## config.mk

```make
export PLATFORM = sky130hd
export DESIGN_NAME = fir_bus_master_flat
export DESIGN_NICKNAME = d
export VERILOG_FILES = /design/src/rtl/fir_bus_master_pkg.sv /design/src/rtl/fir_bus_master_if.sv /design/src/rtl/fir_bus_master_bus_if.sv /design/src/rtl/fir_bus_master.sv /design/src/flat_wrapper.sv
export SDC_FILE = /design/constraint.sdc
export NUM_CORES = 1
export LEC_CHECK = 0
export CAP_MARGIN = 20
export CORE_MARGIN = 5
export CORE_UTILIZATION = 40
export DETAILED_ROUTE_END_ITERATION = 8
export PLACE_DENSITY = 0.91
export SETUP_SLACK_MARGIN = 0.2
export SLEW_MARGIN = 20
export SYNTH_ARGS = -nofsm -noshare
export SYNTH_HDL_FRONTEND = slang
export SYNTH_SLANG_ARGS = --single-unit
```

## constraint.sdc

```tcl
create_clock -name clk -period 4.4 [get_ports clk]
set_input_delay 1.32 -clock clk [delete_from_list [all_inputs] [get_ports clk]]
set_output_delay 1.32 -clock clk [all_outputs]
set_load 0.05 [all_outputs]
```

## src/rtl/fir_bus_master_pkg.sv

```systemverilog
// Shared constants and state encoding for the FIR register-bus master.
package fir_bus_pkg;

  localparam logic [1:0] ADDR_COEF = 2'd0;
  localparam logic [1:0] ADDR_X    = 2'd1;
  localparam logic [1:0] ADDR_CTRL = 2'd2;
  localparam logic [1:0] ADDR_ID   = 2'd0;

  localparam int DEFAULT_ID = 15;

  typedef enum logic [3:0] {
    ID_REQ   = 4'd0,
    ID_WAIT  = 4'd1,
    HALT     = 4'd2,
    IDLE     = 4'd3,
    WR_COEF  = 4'd4,
    WR_X     = 4'd5,
    CTRL_ON  = 4'd6,
    WAIT     = 4'd7,
    RD_REQ   = 4'd8,
    RD_CAP   = 4'd9,
    CTRL_OFF = 4'd10,
    OUT      = 4'd11
  } state_e;

endpackage

```

## src/rtl/fir_bus_master_if.sv

```systemverilog
// Register bus between the FIR bus master (initiator) and the FIR slave.
interface fir_bus_master_if #(
  parameter int DATA_WIDTH = 32
);
  logic                  cs;
  logic                  write;
  logic                  read;
  logic [1:0]            addr;
  logic [DATA_WIDTH-1:0] write_data;
  logic [DATA_WIDTH-1:0] read_data;

  modport master (
    output cs, write, read, addr, write_data,
    input  read_data
  );

  modport slave (
    input  cs, write, read, addr, write_data,
    output read_data
  );
endinterface

```

## src/rtl/fir_bus_master_bus_if.sv

```systemverilog
// Registered strobe generator: turns a one-cycle op request into a clean
// single-cycle bus transaction, with addr/data forced to 0 when idle.
module fir_bus_if #(
  parameter int DATA_WIDTH = 32
) (
  input  logic                  clk,
  input  logic                  reset,
  input  logic                  i_req_rd,
  input  logic                  i_req_wr,
  input  logic [1:0]            i_req_addr,
  input  logic [DATA_WIDTH-1:0] i_req_data,
  fir_bus_master_if.master      bus
);

  logic w_rd;
  logic w_wr;

  // a read request wins if both are ever raised, keeping one strobe per cycle
  assign w_rd = i_req_rd;
  assign w_wr = i_req_wr & ~i_req_rd;

  // register the strobes so the bus is glitch-free and cleared by reset
  always_ff @(posedge clk) begin
    if (reset) begin
      bus.cs         <= 1'b0;
      bus.read       <= 1'b0;
      bus.write      <= 1'b0;
      bus.addr       <= '0;
      bus.write_data <= '0;
    end else begin
      bus.cs         <= w_rd | w_wr;
      bus.read       <= w_rd;
      bus.write      <= w_wr;
      bus.addr       <= (w_rd | w_wr) ? i_req_addr : 2'd0;
      bus.write_data <= w_wr ? i_req_data : '0;
    end
  end

endmodule

```

## src/rtl/fir_bus_master.sv

```systemverilog
// FIR bus master: probes the slave ID, then turns coefficient/sample streams
// into register transactions and returns each FIR result as a stream beat.
module fir_bus_master
  import fir_bus_pkg::*;
#(
  parameter int DATA_WIDTH  = 32,
  parameter int FIR_LATENCY = 4,
  parameter int EXPECTED_ID = DEFAULT_ID
) (
  input  logic                  clk,
  input  logic                  reset,
  input  logic                  coef_valid,
  output logic                  coef_ready,
  input  logic [DATA_WIDTH-1:0] coef_data,
  input  logic                  s_valid,
  output logic                  s_ready,
  input  logic [DATA_WIDTH-1:0] s_data,
  output logic                  m_valid,
  input  logic                  m_ready,
  output logic [DATA_WIDTH-1:0] m_data,
  output logic                  id_ok,
  output logic                  id_err,
  fir_bus_master_if.master      bus
);

  localparam int CNT_W = $clog2(FIR_LATENCY + 1);

  state_e                r_state;
  state_e                w_next;
  logic [CNT_W-1:0]      r_cnt;
  logic [DATA_WIDTH-1:0] r_m_data;
  logic                  r_id_ok;
  logic                  r_id_err;
  logic                  w_id_match;

  logic                  w_req_rd;
  logic                  w_req_wr;
  logic [1:0]            w_req_addr;
  logic [DATA_WIDTH-1:0] w_req_data;

  assign w_id_match = (bus.read_data == DATA_WIDTH'(EXPECTED_ID));

  // Bus ops are requested on the transition into a state, so the registered
  // strobe is on the bus while the FSM sits in that state.
  always_comb begin
    w_next     = r_state;
    w_req_rd   = 1'b0;
    w_req_wr   = 1'b0;
    w_req_addr = 2'd0;
    w_req_data = '0;
    case (r_state)
      // stay until the ID read has actually been driven for one cycle
      ID_REQ: begin
        if (bus.read) begin
          w_next = ID_WAIT;
        end else begin
          w_req_rd   = 1'b1;
          w_req_addr = ADDR_ID;
        end
      end
      ID_WAIT:  w_next = w_id_match ? IDLE : HALT;
      HALT:     w_next = HALT;
      IDLE: begin
        if (coef_valid) begin
          w_next     = WR_COEF;
          w_req_wr   = 1'b1;
          w_req_addr = ADDR_COEF;
          w_req_data = coef_data;
        end else if (s_valid) begin
          w_next     = WR_X;
          w_req_wr   = 1'b1;
          w_req_addr = ADDR_X;
          w_req_data = s_data;
        end
      end
      WR_COEF:  w_next = IDLE;
      WR_X: begin
        w_next     = CTRL_ON;
        w_req_wr   = 1'b1;
        w_req_addr = ADDR_CTRL;
        w_req_data = DATA_WIDTH'(1);
      end
      CTRL_ON:  w_next = WAIT;
      WAIT: begin
        if (r_cnt == CNT_W'(1)) begin
          w_next     = RD_REQ;
          w_req_rd   = 1'b1;
          w_req_addr = ADDR_X;
        end
      end
      RD_REQ:   w_next = RD_CAP;
      RD_CAP: begin
        w_next     = CTRL_OFF;
        w_req_wr   = 1'b1;
        w_req_addr = ADDR_CTRL;
        w_req_data = '0;
      end
      CTRL_OFF: w_next = OUT;
      OUT:      w_next = m_ready ? IDLE : OUT;
      default:  w_next = ID_REQ;
    endcase
  end

  // state register; reset abandons any transaction and restarts the ID probe
  always_ff @(posedge clk) begin
    if (reset) r_state <= ID_REQ;
    else       r_state <= w_next;
  end

  // WAIT down-counter: loaded on the control=1 write, one WAIT cycle per count
  always_ff @(posedge clk) begin
    if (reset)                   r_cnt <= '0;
    else if (r_state == CTRL_ON) r_cnt <= CNT_W'(FIR_LATENCY);
    else if (r_state == WAIT)    r_cnt <= r_cnt - CNT_W'(1);
  end

  // sticky ID probe outcome, cleared only by reset
  always_ff @(posedge clk) begin
    if (reset) begin
      r_id_ok  <= 1'b0;
      r_id_err <= 1'b0;
    end else if (r_state == ID_WAIT) begin
      r_id_ok  <= w_id_match;
      r_id_err <= ~w_id_match;
    end
  end

  // capture the slave's registered result the cycle after the read strobe
  always_ff @(posedge clk) begin
    if (reset)                  r_m_data <= '0;
    else if (r_state == RD_CAP) r_m_data <= bus.read_data;
  end

  fir_bus_if #(.DATA_WIDTH(DATA_WIDTH)) u_bus (
    .clk        (clk),
    .reset      (reset),
    .i_req_rd   (w_req_rd),
    .i_req_wr   (w_req_wr),
    .i_req_addr (w_req_addr),
    .i_req_data (w_req_data),
    .bus        (bus)
  );

  assign coef_ready = (r_state == IDLE);
  assign s_ready    = (r_state == IDLE);
  assign m_valid    = (r_state == OUT);
  assign m_data     = r_m_data;
  assign id_ok      = r_id_ok;
  assign id_err     = r_id_err;

endmodule

```

## src/flat_wrapper.sv

```systemverilog
// flat-port wrapper written by rule: the top's interface ports become plain ports
module fir_bus_master_flat import fir_bus_pkg::*;
#(
  parameter int DATA_WIDTH  = 32,
  parameter int FIR_LATENCY = 4,
  parameter int EXPECTED_ID = DEFAULT_ID
)
  (clk, reset, coef_valid, coef_ready, coef_data, s_valid, s_ready, s_data, m_valid, m_ready, m_data, id_ok, id_err, bus_cs, bus_write, bus_read, bus_addr, bus_write_data, bus_read_data);
  fir_bus_master_if #(.DATA_WIDTH(DATA_WIDTH)) bus_i ();
  input  logic clk;
  input  logic reset;
  input  logic coef_valid;
  output logic coef_ready;
  input  logic [DATA_WIDTH-1:0] coef_data;
  input  logic s_valid;
  output logic s_ready;
  input  logic [DATA_WIDTH-1:0] s_data;
  output logic m_valid;
  input  logic m_ready;
  output logic [DATA_WIDTH-1:0] m_data;
  output logic id_ok;
  output logic id_err;
  output wire logic [$bits(bus_i.cs)-1:0] bus_cs;
  output wire logic [$bits(bus_i.write)-1:0] bus_write;
  output wire logic [$bits(bus_i.read)-1:0] bus_read;
  output wire logic [$bits(bus_i.addr)-1:0] bus_addr;
  output wire logic [$bits(bus_i.write_data)-1:0] bus_write_data;
  input wire logic [$bits(bus_i.read_data)-1:0] bus_read_data;
  assign bus_cs = bus_i.cs;
  assign bus_write = bus_i.write;
  assign bus_read = bus_i.read;
  assign bus_addr = bus_i.addr;
  assign bus_write_data = bus_i.write_data;
  assign bus_i.read_data = bus_read_data;
  fir_bus_master #(.DATA_WIDTH(DATA_WIDTH), .FIR_LATENCY(FIR_LATENCY), .EXPECTED_ID(EXPECTED_ID)) u_core (.clk(clk), .reset(reset), .coef_valid(coef_valid), .coef_ready(coef_ready), .coef_data(coef_data), .s_valid(s_valid), .s_ready(s_ready), .s_data(s_data), .m_valid(m_valid), .m_ready(m_ready), .m_data(m_data), .id_ok(id_ok), .id_err(id_err), .bus(bus_i));
endmodule
```

==> results.cfg, run 1 <==
[sta]
min_period_over_period_pct = 79.7
final_max_slew_viol_count = 0
finalSetupViolCount = 0
hold_viol = 0
finalSetupTns_ps = 0
tightest_slew_ps = 933
clock_skew_ps = 7.35
rsz0062_at_grt = no
relSlewSlack_pct = 37.7
timing.fmax_ghz = 0.285
period_needed_ps = 3510

[power]
power_density_mw_per_mm2 = 309
switching_share_pct = 24.2
pwr-share-seq_pct = 47.6
total_power_uw = 1530
pwr-share-comb_pct = 13.9
internal-power_uw = 1160
clockPowerShare_pct = 38.5
leakagePower_uw = 0.00169
ir_worst_vdd_mv = 0.190
power.switching_uw = 370

[yosys]
syn-cell-area_mm2 = 0.00294
synth_warnings = 0
synth_cell_types = 36
yosysSeqAreaShare_pct = 53.1
synth.avg_cell_area_um2 = 8.40
netlist_instances = 350
ys_ff_latch = 78
syn-num-nets = 453

[setup_path]
r2r_cells = 3
r2r_end = u_core.u_bus.bus.write_data[31]$_SDFF_PP0_
max_stage_delay_ps = 850
critPathMaxFanout = 16
crit_start = u_core.r_state[3]$_SDFFE_PP0P_
crit_chain = nand2_1 > nor2_1 > clkdlybuf4s50_1
r2r-start = u_core.r_state[3]$_SDFFE_PP0P_
r2r_slack_ps = 2440
crit_type = reg2out
start_kind = flop
crit_family = buffers and inverters
crit_path_top_delay_cell = clkdlybuf4s50_1
crit_path_end_kind = output port
cp_num_buf_inv = 1
arrival_ps = 2190
cp_data_required_time_ps = 3080

[route]
antenna_left = 0
routedWlPerCell_um = 15.8
drt_wl_total_mm = 9.74
drt-initial-drc-count = 195
num_vias = 3135
viasPerCell = 5.10
first_pass_iters = 5
drc = 0

[die]
die_w_um = 95.7
top_level_ports = 175
core_area_mm2 = 0.00721
die_area_mm2 = 0.00917
initial_core_util_pct = 40.8
die_y_um = 95.7
fp-row-count = 31

[clock_tree]
cts_inserted_buffers = 9
cts.repair.resized = 0
postCtsSetupBuffers = 0
cts_root_buf = clkbuf_8
cts_tree = yes
clk_latency_ps = 340
clock_sinks = 78
clkTransAtPathRegs_ps = 80
hold_buffers = 0
cts.htree.levels = 3
clockBufferDepth = 2

[placement]
gp_congestion = 0.814
dp_hpwl_mm = 7.29
numPortBuffers = 174

[global_routing]
grt_pass1_wl_mm = 14.5
grt_max_degree = 46
grt_pass1_vias = 3096
gr-usage-all-layers_pct = 20.6
globalRoute.totalOverflow = 0
grt_antenna_before_repair = 0

[hold_path]
worstHoldStart = u_core.id_ok$_SDFFE_PP0P_
whs_path_depth = 2
hold_path_class = reg2reg
worstHoldEndpoint = u_core.id_ok$_SDFFE_PP0P_

[cells_and_area]
area_growth_syn_to_layout_pct = 68.6
drive_gt1_share_pct = 4.65
nets = 614
antenna_cells = 0

[run_status]
status = finished clean

[job]
drv_cap = 0
==> flip-flops by register name, indices dropped and copies added (netlist names) <==
signal,flops
u_core.u_bus.bus.read,1
u_core.id_ok,1
u_core.id_err,1
u_core.m_data,32
u_core.u_bus.bus.write,1
u_core.r_state,4
u_core.u_bus.bus.cs,1
u_core.r_cnt,3
u_core.u_bus.bus.write_data,32
u_core.u_bus.bus.addr,2
==> how the worst max path moves through the flow <==
stage | to | cells after the start
floorplan | u_core.id_err$_SDFFE_PP0P_ | 4
global placement | u_core.u_bus.bus.write_data[13]$_SDFF_PP0_ | 6
detailed placement | u_core.u_bus.bus.write_data[31]$_SDFF_PP0_ | 6
CTS | s_ready | 2
global route | m_valid | 3
finish | m_valid | 3
==> per-layer routing <==
metal | wire length [µm] | track usage [%] | up-vias
met5 | 0 | 0 | -
met4 | 187 | 9.60 | 0
met3 | 1370 | 9.38 | 15
met2 | 4710 | 37.0 | 164
met1 | 3490 | 20.0 | 1434
li1 | - | - | 1522
==> power by group through the flow <==
stage	sequential, µW	combinational, µW	clock [µW]
5_1_grt	730	227	636
2_1_floorplan	760	69.2	0
3_5_place_dp	744	211	0
3_3_place_gp	744	208	0
4_1_cts	728	212	605
6_report	728	212	589
==> area by class of cell <==
cell class | instances | area, µm²
Inverter | 6 | 22.5
Fill cell | 554 | 2260
Sequential cell | 78 | 1560
Tap cell | 99 | 124
Timing Repair Buffer | 177 | 1760
Multi-Input combinational cell | 239 | 1260
Clock buffer | 10 | 128
Clock inverter | 6 | 95.1
==> logic make-up (layout without fill, tap and decap cells) <==
family	after synthesis	count (layout)	synth area share, %
and+or+nand+nor	147	147	22.4
AOI/OAI and AO/OA	88	88	18.7
DFF	78	78	53.1
buffers and inverters	33	199	4.34
adders and majority gates	2	2	0.851
xor gates and xnor gates	1	1	0.298
muxes	1	1	0.340
==> metrics by stage <==
step | utilization [%] | cells | hold WS [ps] | setup slack (ps) | cell area (µm²)
global route | 68.7 | 615 | 470 | 697 | 4960
global placement | 65.5 | 599 | 441 | 1140 | 4730
detailed placement | 65.5 | 599 | 446 | 1030 | 4730
floorplan | - | 350 | 450 | 1910 | 2940
CTS | 68.6 | 615 | 457 | 876 | 4950
finish | 68.7 | 615 | 457 | 892 | 4960
==> synth_stat cells <==
master	n	share of area, %
and4b_1	2	0.68
clkbuf_1	25	3.2
nand2b_1	9	1.9
buf_1	1	0.13
nor2_1	39	5.0
dfxtp_1	78	53
nor3_1	3	0.51
xnor2_1	1	0.30
nand3b_1	1	0.26
or2_4	1	0.30
inv_1	6	0.77
a2bb2oi_1	1	0.30
a22oi_1	31	7.9
a211oi_1	1	0.26
o221ai_1	1	0.30
nor4b_1	1	0.30
or2_2	1	0.21
or4_4	1	0.38
and2_1	1	0.21
a32oi_1	1	0.30
ha_1	2	0.85
a311oi_1	1	0.30
nor4_1	9	1.9
o32a_1	1	0.34
and4bb_2	1	0.43
o21ai_0	5	0.85
nand2_1	74	9.4
a31oi_1	2	0.43
mux2i_1	1	0.34
buf_4	1	0.26
a21oi_1	42	7.1
nand4_1	1	0.21
o21a_1	1	0.26
or2_1	1	0.21
nor2b_1	2	0.43
a22o_1	1	0.30
==> layout by cell type, fill, tap and decap left out, types with 5 or more instances in the layout <==
master             n
a22oi_1           31
nand2_1           74
dfxtp_1           78
nor4_1             9
clkdlybuf4s50_1  174
nor2_1            38
nand2b_1           9
a21oi_1           42
clkbuf_8           9
inv_1              6
o21ai_0            5
==> worst register-to-register path, delay by kind of cell, from the launching register on <==
kind             cells  cell delay, ps
DFF                  1             640
and+or+nand+nor      3            1160
(Power assumes the default switching activity.)
==> run 2, diff against run 1 <==
--- a/config.mk
+++ b/config.mk
@@ -7,9 +7,9 @@
 export LEC_CHECK = 0
 export CAP_MARGIN = 20
 export CORE_MARGIN = 5
-export CORE_UTILIZATION = 40
+export CORE_UTILIZATION = 34
 export DETAILED_ROUTE_END_ITERATION = 8
-export PLACE_DENSITY = 0.91
+export PLACE_DENSITY = 0.83
 export SETUP_SLACK_MARGIN = 0.2
 export SLEW_MARGIN = 20
 export SYNTH_ARGS = -nofsm -noshare
==> constraint.sdc (replaced) <==
create_clock -name clk -period 3.2 [get_ports clk]
set_input_delay 0.96 -clock clk [delete_from_list [all_inputs] [get_ports clk]]
set_output_delay 0.96 -clock clk [all_outputs]
set_load 0.05 [all_outputs]
==> results.cfg, run 2 (synthesis gave the netlist of run 1 again) <==
[cells_and_area]
area_growth_syn_to_layout_pct = 69.8
nets = 619
multi_input_area_mm2 = 0.00126
final_common_cell = clkdlybuf4s50_1
register_area_mm2 = 0.00156
nFillCells = 767
drive_gt1_share_pct = 5.76
final_cell_mix = 171 x clkdlybuf4s50_1, 78 x dfxtp_1, 74 x nand2_1, 42 x a21oi_1, 38 x nor2_1
antenna_cells = 0
fin_area_mm2 = 0.00499

[clock_tree]
clock_sinks = 78
hold_buffers = 0
cts_inserted_buffers = 9
cts_tree = yes
cts.htree.levels = 3
clkTransAtPathRegs_ps = 80
cts_root_buf = clkbuf_8
postCtsSetupBuffers = 0
clockBufferDepth = 2
clk_latency_ps = 340
cts.repair.resized = 3

[power]
power_density_mw_per_mm2 = 415
ir_worst_vdd_mv = 0.231
internal-power_uw = 1590
power.switching_uw = 481
pwr-share-seq_pct = 48.3
pwr-share-comb_pct = 14.1
leakagePower_uw = 0.00173
switching_share_pct = 23.2
clockPowerShare_pct = 37.7

[global_routing]
grt_max_degree = 36
grt_pass1_wl_mm = 14.8
grt_pass1_vias = 3108
globalRoute.totalOverflow = 0
grt_antenna_before_repair = 0
gr-usage-all-layers_pct = 17.9

[route]
viasPerCell = 4.95
drt_wl_total_mm = 9.69
routedWlPerCell_um = 15.4
num_vias = 3115
antenna_left = 0
drc = 0
first_pass_iters = 4
drt-initial-drc-count = 112

[hold_path]
hold_path_class = reg2reg
whs_path_depth = 2
worstHoldStart = u_core.m_data[0]$_SDFFE_PP0P_
worstHoldEndpoint = u_core.m_data[0]$_SDFFE_PP0P_

[sta]
clock_skew_ps = 11.1
final_max_slew_viol_count = 0
tightest_slew_ps = 592
finalSetupTns_ps = 0
period_needed_ps = 2810
timing.fmax_ghz = 0.356
min_period_over_period_pct = 87.8
finalSetupViolCount = 0
relSlewSlack_pct = 60.5
rsz0062_at_grt = no
hold_viol = 0

[setup_path]
r2r_end = u_core.id_err$_SDFFE_PP0P_
cp_data_required_time_ps = 2240
critPathMaxFanout = 16
arrival_ps = 1850
crit_type = reg2out
r2r_slack_ps = 1340
r2r-start = u_core.r_state[0]$_SDFFE_PP0P_
start_kind = flop
crit_path_end_kind = output port
r2r_cells = 4

[die]
initial_core_util_pct = 34.2
fp-row-count = 34
die_area_mm2 = 0.0106
die_y_um = 103
top_level_ports = 175
core_area_mm2 = 0.00859
die_w_um = 103

[placement]
dp_hpwl_mm = 7.66
place_area_mm2 = 0.00478
gp_congestion = 0.814
numPortBuffers = 174

[job]
drv_cap = 0

[run_status]
status = finished clean
-- run 2: cell count changes in the layout (fill, tap and decap cells not counted), moves of 2 or more --
cell             before  now
clkdlybuf4s50_1     174  171
buf_4                 3    8
clkinv_2              0    2
clkinv_4              3    0
dlygate4sd2_1         0    3
clkbuf_8              9   13
-- run 2: power groups by stage --
stage,Sequential (µW),Combinational [µW],Clock [µW]
after floorplan,1050,95.2,0
after global placement,1020,286,0
after detailed placement,1020,292,0
after CTS,1000,292,807
after global routing,1000,310,855
final,1000,291,781
-- run 2: worst max-delay path by stage --
stage | cells after the start | startpoint | endpoint
floorplan | 4 | bus_read_data[29] | u_core.id_err$_SDFFE_PP0P_
global placement | 6 | bus_read_data[29] | u_core.id_err$_SDFFE_PP0P_
detailed placement | 6 | bus_read_data[29] | u_core.id_err$_SDFFE_PP0P_
CTS | 2 | u_core.r_state[0]$_SDFFE_PP0P_ | s_ready
global route | 2 | u_core.r_state[0]$_SDFFE_PP0P_ | s_ready
finish | 2 | u_core.r_state[0]$_SDFFE_PP0P_ | s_ready
-- run 2: layer usage --
metal	up-vias	wire length, µm	track usage, %
li1	1529	-	-
met2	170	4480	30.7
met4	0	129	5.48
met3	11	1380	8.25
met5	-	0	0
met1	1405	3700	19.8
-- run 2: critical path, stage by stage (launching register included) --
cell	delay, ps
dfxtp_1	630
and4bb_2	340
dlygate4sd2_1	540
-- run 2: final cells by class --
cell class / count / area share (%)
inverters: 6 / 0.451
well taps: 108 / 2.71
multi-input cells: 239 / 25.2
clock inverters: 3 / 0.802
flip-flops and latches: 78 / 31.3
repair buffers: 182 / 36.0
clock buffers: 13 / 3.58
-- run 2: metrics by stage --
stage | util, % | power (µW) | hold WS (ps) | cells | worst slack (ps)
floorplan | - | 1140 | 450 | 350 | 1070
global placement | 55.6 | 1310 | 441 | 613 | 384
detailed placement | 55.6 | 1320 | 446 | 613 | 361
CTS | 58.1 | 2100 | 457 | 629 | 368
global route | 58.1 | 2170 | 480 | 629 | 294
finish | 58.1 | 2070 | 455 | 629 | 391
==> run 3, diff against run 2 <==
--- a/config.mk
+++ b/config.mk
@@ -6,6 +6,7 @@
 export NUM_CORES = 1
 export LEC_CHECK = 0
 export CAP_MARGIN = 20
+export CORE_ASPECT_RATIO = 1.1
 export CORE_MARGIN = 5
 export CORE_UTILIZATION = 34
 export DETAILED_ROUTE_END_ITERATION = 8
==> results.cfg, run 3 (synthesis gave the netlist of run 1 again) <==
[sta]
finalSetupTns_ps = 0
finalSetupViolCount = 0
period_needed_ps = 2860
tightest_slew_ps = 591
min_period_over_period_pct = 89.4
relSlewSlack_pct = 60.6
hold_viol = 0
clock_skew_ps = 13.0
timing.fmax_ghz = 0.350
rsz0062_at_grt = no
final_max_slew_viol_count = 0
holdWs_ps = 456

[setup_path]
arrival_ps = 1900
crit_type = reg2out
r2r_slack_ps = 1320
r2r-start = u_core.r_state[0]$_SDFFE_PP0P_
r2r_cells = 4
start_kind = flop
cp_data_required_time_ps = 2240
crit_path_end_kind = output port
r2r_end = u_core.id_err$_SDFFE_PP0P_
critPathMaxFanout = 16

[hold_path]
hold_path_class = reg2reg
worstHoldStart = u_core.m_data[22]$_SDFFE_PP0P_
whs_path_depth = 2
worstHoldEndpoint = u_core.m_data[22]$_SDFFE_PP0P_

[power]
total_power_uw = 1960
leakagePower_uw = 0.00170
ir_worst_vdd_mv = 0.235
power_density_mw_per_mm2 = 395

[cells_and_area]
final_cell_mix = 171 x clkdlybuf4s50_1, 78 x dfxtp_1, 74 x nand2_1, 42 x a21oi_1, 38 x nor2_1
drive_gt1_share_pct = 5.95
antenna_cells = 0
area_growth_syn_to_layout_pct = 68.6
nFillCells = 746
final_common_cell = clkdlybuf4s50_1
utilization_pct = 59.0
fin_cells = 632
nets = 619

[global_routing]
grt_pass1_vias = 3171
gr-usage-all-layers_pct = 17.9
grt_antenna_before_repair = 0
grt_pass1_wl_mm = 15.2
globalRoute.totalOverflow = 0
grt_max_degree = 33

[run_status]
status = finished clean

[clock_tree]
cts_root_buf = clkbuf_8
cts_tree = yes
cts_inserted_buffers = 9
clock_sinks = 78
clk_latency_ps = 340
cts.htree.levels = 3
clockBufferDepth = 2
clkTransAtPathRegs_ps = 80
hold_buffers = 0

[die]
core_area_mm2 = 0.00841
die_area_mm2 = 0.0106
die_y_um = 108
initial_core_util_pct = 35.0
die_w_um = 98.7
top_level_ports = 175
fp-row-count = 35

[route]
dr_wl_met3_mm = 1.21
routedWlPerCell_um = 15.3
antenna_left = 0
routed.top_layer = met4
dr_wl_met2_mm = 4.63
wl_met1_mm = 3.69
drc = 0
viasPerCell = 4.84
num_vias = 3056
drt_wl_total_mm = 9.66
drt-initial-drc-count = 149
first_pass_iters = 4

[job]
drv_cap = 0

[placement]
gp_congestion = 0.811
numPortBuffers = 174
dp_hpwl_mm = 7.66
dp.cells = 616
[run 3: critical path, stage by stage, from the launching register on]
cell	delay, ps
dfxtp_1	640
and4bb_2	360
dlygate4sd2_1	570
[run 3: cell type report]
class | count | area, µm² | area share [%]
clock inverters | 7 | 57.6 | 1.16
flip-flops and latches | 78 | 1560 | 31.5
repair buffers | 182 | 1800 | 36.2
clock buffers | 9 | 124 | 2.50
inverters | 6 | 22.5 | 0.454
well taps | 111 | 139 | 2.80
multi-input cells | 239 | 1260 | 25.3
[run 3: worst max path at each step]
stage                                        start                         end  slack (ps)  depth (start not counted)
global placement                  bus_read_data[8]  u_core.id_err$_SDFFE_PP0P_         430                          5
global route        u_core.r_state[0]$_SDFFE_PP0P_                     s_ready         230                          2
detailed placement                bus_read_data[8]  u_core.id_err$_SDFFE_PP0P_         310                          5
floorplan                        bus_read_data[29]  u_core.id_err$_SDFFE_PP0P_        1070                          4
finish              u_core.r_state[0]$_SDFFE_PP0P_                     s_ready         340                          2
CTS                 u_core.r_state[0]$_SDFFE_PP0P_                     s_ready         330                          2
[run 3: where the power goes]
part	internal, µW	switching [µW]
combinational	166	124
sequential	983	18.9
clock	290	377
[run 3: routing by layer]
| metal | vias up | track usage [%] |
|---|---|---|
| met5 | - | 0 |
| met4 | 0 | 5.27 |
| met3 | 13 | 9.07 |
| met2 | 147 | 30.5 |
| met1 | 1369 | 19.5 |
| li1 | 1527 | - |
[run 3: per-stage QoR]
| step | setup WS (ps) | instance area [µm²] |
|---|---|---|
| 3_5_place_dp | 306 | 4780 |
| 3_3_place_gp | 425 | 4780 |
| 5_1_grt | 234 | 4960 |
| 2_1_floorplan | 1070 | 2940 |
| 4_1_cts | 332 | 4960 |
| 6_report | 339 | 4960 |
[run 3: timing repair]
action | CTS | global route
resized for setup | 2 | 0
endpoints found under the setup margin | 2 | 0
setup buffers | 0 | 0
